### src/rtl/ikaopm_so_pkg.sv
// Shared constants and types for the OPM serial-output (SO) receive path.
package ikaopm_so_pkg;

  localparam int          FRAME_LEN    = 16;
  localparam logic [3:0]  SLOT_MANT_LO = 4'd1;
  localparam logic [3:0]  SLOT_SIGN    = 4'd10;
  localparam logic [3:0]  SLOT_EXP_LO  = 4'd11;
  localparam logic [3:0]  SLOT_EXP_HI  = 4'd13;
  localparam logic [3:0]  SLOT_DECODE  = 4'd14;

  typedef enum logic {UNSYNC, SYNC} lock_state_e;

  // Field order matches the shift direction: slot f1 ends in bit 0, f13 in bit 12.
  typedef struct packed {
    logic [2:0] e;
    logic       s;
    logic [8:0] m;
  } so_frame_t;

endpackage

### src/rtl/ikaopm_fp_expand.sv
// Floating-point SO frame (m, S, e) to signed 16-bit PCM; shared by both channels.
module ikaopm_fp_expand (
  input  logic [8:0]         m,
  input  logic               s,
  input  logic [2:0]         e,
  output logic signed [15:0] po,
  output logic               e_zero
);

  logic [2:0]  e_eff;
  logic [14:0] field;
  logic [14:0] body;

  always_comb begin
    e_zero = (e == 3'd0);
    e_eff  = e_zero ? 3'd1 : e;
    // Fill bits above the mantissa sit at the top; shifting drops the ones that
    // the mantissa displaces and zero-fills below it.
    field  = {{6{~s}}, m};
    body   = field << (e_eff - 3'd1);
    po     = {~s, body};
  end

endmodule

### src/rtl/ikaopm_so_decoder.sv
// Deserialises the OPM SO stream, tracks frame lock and expands each frame to PCM.
module ikaopm_so_decoder
  import ikaopm_so_pkg::*;
(
  input  logic               i_EMUCLK,
  input  logic               i_MRST,
  input  logic               i_phi1_NCEN_n,
  input  logic               i_SO,
  input  logic               i_SLOT0,
  output logic signed [15:0] o_R_PO,
  output logic signed [15:0] o_L_PO,
  output logic               o_R_VALID,
  output logic               o_L_VALID,
  output logic               o_LOCKED,
  output logic               o_SYNC_ERR
);

  lock_state_e st, st_nx;
  logic [4:0]  cnt, cnt_nx;
  logic [3:0]  f;
  logic        miss, miss_nx;
  logic        skip, skip_nx;
  logic        dec, err_set, slip, cap;
  so_frame_t   sr;
  logic signed [15:0] po;
  logic        e_zero;

  ikaopm_fp_expand u_expand (
    .m      (sr.m),
    .s      (sr.s),
    .e      (sr.e),
    .po     (po),
    .e_zero (e_zero)
  );

  assign f = cnt[3:0];

  always_comb begin
    st_nx   = st;
    cnt_nx  = cnt;
    miss_nx = miss;
    skip_nx = skip;
    dec     = 1'b0;
    err_set = 1'b0;
    slip    = (st == SYNC) && i_SLOT0 && (cnt != 5'd0);
    cap     = (st == SYNC) && !slip && (f >= SLOT_MANT_LO) && (f <= SLOT_EXP_HI);
    case (st)
      UNSYNC: begin
        if (i_SLOT0) begin
          st_nx   = SYNC;
          cnt_nx  = 5'd1;
          miss_nx = 1'b0;
          skip_nx = 1'b1;
        end
      end
      SYNC: begin
        cnt_nx = cnt + 5'd1;
        if (slip) begin
          cnt_nx  = 5'd1;
          err_set = 1'b1;
        end else begin
          // One missing marker is tolerated; the second in a row drops lock.
          if (cnt == 5'd0) begin
            if (i_SLOT0)   miss_nx = 1'b0;
            else if (miss) begin
              st_nx   = UNSYNC;
              cnt_nx  = 5'd0;
              miss_nx = 1'b0;
            end else       miss_nx = 1'b1;
          end
          if (i_SO && ((f == 4'd0) || (f > SLOT_DECODE))) err_set = 1'b1;
          if (f == SLOT_DECODE) begin
            if (skip) skip_nx = 1'b0;
            else begin
              dec = 1'b1;
              if (e_zero) err_set = 1'b1;
            end
          end
        end
      end
      default: st_nx = UNSYNC;
    endcase
  end

  always_ff @(posedge i_EMUCLK) begin
    if (i_MRST) begin
      st         <= UNSYNC;
      cnt        <= 5'd0;
      miss       <= 1'b0;
      skip       <= 1'b0;
      sr         <= '0;
      o_R_PO     <= '0;
      o_L_PO     <= '0;
      o_R_VALID  <= 1'b0;
      o_L_VALID  <= 1'b0;
      o_SYNC_ERR <= 1'b0;
    end else if (!i_phi1_NCEN_n) begin
      st         <= st_nx;
      cnt        <= cnt_nx;
      miss       <= miss_nx;
      skip       <= skip_nx;
      if (cap) sr <= so_frame_t'({i_SO, sr[12:1]});
      o_R_VALID  <= dec & ~cnt[4];
      o_L_VALID  <= dec &  cnt[4];
      if (dec && !cnt[4]) o_R_PO <= po;
      if (dec &&  cnt[4]) o_L_PO <= po;
      o_SYNC_ERR <= o_SYNC_ERR | err_set;
    end
  end

  assign o_LOCKED = (st == SYNC);

endmodule
### config.mk
export PLATFORM = sky130hd
export DESIGN_NAME = ikaopm_so_decoder
export DESIGN_NICKNAME = d
export VERILOG_FILES = /design/src/rtl/ikaopm_so_pkg.sv /design/src/rtl/ikaopm_fp_expand.sv /design/src/rtl/ikaopm_so_decoder.sv
export SDC_FILE = /design/constraint.sdc
export NUM_CORES = 1
export LEC_CHECK = 0
export CORE_MARGIN = 3
export CORE_UTILIZATION = 35
export CTS_CLUSTER_SIZE = 14
export DETAILED_ROUTE_END_ITERATION = 12
export HOLD_SLACK_MARGIN = 0.02
export PLACE_DENSITY = 0.52
export SETUP_SLACK_MARGIN = 0.2
export SYNTH_ARGS = -nofsm -noshare
export SYNTH_HDL_FRONTEND = slang
export SYNTH_HIERARCHICAL = 1
export SYNTH_SLANG_ARGS = --single-unit
### constraint.sdc
create_clock -name i_EMUCLK -period 2.73 [get_ports i_EMUCLK]
set_input_delay 0.6825 -clock i_EMUCLK [delete_from_list [all_inputs] [get_ports i_EMUCLK]]
set_output_delay 0.6825 -clock i_EMUCLK [all_outputs]
set_load 0.02 [all_outputs]
==> results.toml <==
[yosys]
synth_simple_gate_area_frac = 0.1842
synth_top_area_frac = 0.3857
synth_common_cells = "56 x dfxtp_1, 54 x mux2i_1, 43 x nor2_1, 18 x nand2_1, 18 x nand2b_1"
synthXorXnorAreaFrac = 0.006027
synth_flop_cell = "dfxtp_1"
synth_compound_area_frac = 0.1119
synth.area.top_cells = "dfxtp_1 39%, mux2i_1 19%, nor2_1 5.6%, nand2b_1 3.9%, mux2_2 2.7%"
ys_seq_area_frac = 0.3857
postSynthAreaPerCell_um2 = 9.316
synth_nets = 323
ys_seq_elements = 56
postSynthCellCount = 312
synthDistinctLibCells = 52
synth.largest_area_cell = "dfxtp_1"
netlist_area_mm2 = 0.002907
synth_edf_count = 0
synthMostInstantiatedCell = "dfxtp_1"
async_reset_ff_frac = 0
synthMuxAreaShare = 0.2312
yosysWarnings = 6
synthAdderAreaFrac = 0.02583
synth_top_family_by_area = "multiplexers"

[worst_setup_path]
required_ns = 2.91
worstSetupPathType = "reg -> reg"
crit_fanout = 16
worstPathArrival_ns = 2.49
setup.worst_path.start_class = "flop"
cp-end-kind = "flop"

[sta]
hold_slack_ns = 0.4899
finalCriticalPeriod_ns = 2.311
skew_ns = 0.006479
rsz0062_at_grt = "false"
setup_viol = 0
tightestPinTransition_ns = 0.7076
slew_headroom = 0.5283
setup_tns_ns = 0
drv_slew = 0
max_freq_mhz = 432.7
hold_violations = 0
post-route-period-util = 0.8465

[power_and_ir_drop]
pwr-share-seq = 0.557
p_leak_uw = 0.001309
power.switching_uw = 349.0
power.density_mw_per_mm2 = 418.4
comb_power_share = 0.071
p_clk_frac = 0.372
vdd_drop_max_mv = 0.2610
p_sw_frac = 0.2346
internal_power_uw = 1138

[route]
drc_errors = 0
drt.antenna.violating_nets = 0
vias = 2278
routed_via_density = 5.007
routed_wl_um = 6621
drt_iter0_drc = 95
wl_per_cell_um = 14.55
firstDrtPassIters = 4

[cells_and_area]
ff_latch_area_mm2 = 0.001121
final_area_mm2 = 0.003555
drive_above_1_share = 0.1133
area.growth.synth_to_final_pct = 22.30
nFillCells = 759
antenna_cells = 0
layout.nets = 363
multiInputGateArea_mm2 = 0.001632

[place]
place_area_mm2 = 0.003443
gp_congestion = 0.7625
dp.final_hpwl_um = 4878
port_buffers = 40

[global_routing]
grt-ovfl-total = 0
first_global_vias = 2186
track_usage = 0.1409
antenna_found_initial = 0
grt_pass1_wl_um = 11070
grt_max_degree = 46

[clocking]
cts_tree = "yes"
ctsResizeCount = 0
h-tree-depth = 2
hold_buffers = 0
cts_buffers = 5
cts_setup_buffers = 0
clock_path_buffers = 2
cts_sinks = 56
clkTransAtPathRegs_ns = 0.10
clockRootBuffer = "clkbuf_8"
insertion_delay_ns = 0.31

[floorplan]
die_w_um = 97.13
coreArea_mm2 = 0.007888
initial_core_util = 0.3685
die_h_um = 97.13
fp.dieArea_mm2 = 0.009434
rows = 32
pin_count = 41

[status]
status = "complete, no violations"

[run]
cap_violations = 0

[worst_hold_path]
hold_class = "reg -> reg"
power by group through the flow:
stage / combinational [µW] / clock [µW] / sequential, µW
after floorplan: 74.8 / 0 / 845
after global placement: 106 / 0 / 847
after detailed placement: 106 / 0 / 848
after CTS: 106 / 575 / 829
after global routing: 116 / 599 / 830
final: 105 / 554 / 829
state kept, by name (all words and copies together), names as in the netlist:
name        count
o_R_VALID       1
cnt             5
o_L_PO         16
o_LOCKED        1
o_L_VALID       1
skip            1
sr             13
o_SYNC_ERR      1
miss            1
o_R_PO         16
final timing paths:
kind | depth (start not counted) | slack [ns] | from | end
setup / recovery | 7 | 0.42 | cnt[0] | o_R_PO[10]
hold reg to reg | 2 | 0.49 | skip | skip
setup reg to reg | 7 | 0.42 | cnt[0] | o_R_PO[10]
hold / removal | 2 | 0.49 | skip | skip
placed cells by master (no fill, tap or decap), types with 3 or more instances in the layout:
cell,count
o21ai_0,11
ha_1,6
nand2_1,18
nand2b_1,18
nor2b_1,3
a21oi_1,13
dfxtp_1,56
nor3_1,5
buf_4,13
clkbuf_8,5
o211ai_1,3
clkdlybuf4s50_1,39
nand4b_1,3
mux2i_1,54
nand3_1,3
inv_1,7
mux2_2,7
nor2_1,43
kinds of logic after synthesis:
family,after synthesis
mux,64
simple gates,107
xor+xnor,2
fa+ha+maj,6
flops,56
buf+inv,30
compound gates,47
per-stage QoR:
step | setup WS [ns] | utilization | cells | total power [µW]
2_1_floorplan | 0.3021 | - | 312 | 920.1
3_3_place_gp | 0.3062 | 0.4365 | 447 | 953.3
3_5_place_dp | 0.3052 | 0.4365 | 447 | 953.5
4_1_cts | 0.3820 | 0.4507 | 455 | 1510
5_1_grt | 0.2459 | 0.4507 | 455 | 1545
6_report | 0.4190 | 0.4507 | 455 | 1487
cell type report:
class	count	share of cell area
inverters	8	0.008448
clock inverters	3	0.01197
clock buffers	5	0.01936
repair buffers	55	0.1499
flip-flops and latches	56	0.3154
well taps	102	0.03590
multi-input cells	226	0.4590
per-layer routing:
layer | GRT usage | up-vias | routed length [µm]
met5 | 0 | - | 0
met1 | 0.1812 | 1075 | 3178
met4 | 0.03024 | 0 | 47
met2 | 0.2373 | 29 | 3188
met3 | 0.03733 | 4 | 206
li1 | - | 1170 | -
worst max-delay path: stages (launching register included):
cell,delay (ns)
dfxtp_1,0.36
inv_1,0.15
ha_1,0.18
or4b_1,0.52
a2111oi_4,0.48
buf_12,0.22
mux2i_1,0.20
nor2_1,0.06
(Power assumes the default switching activity.)
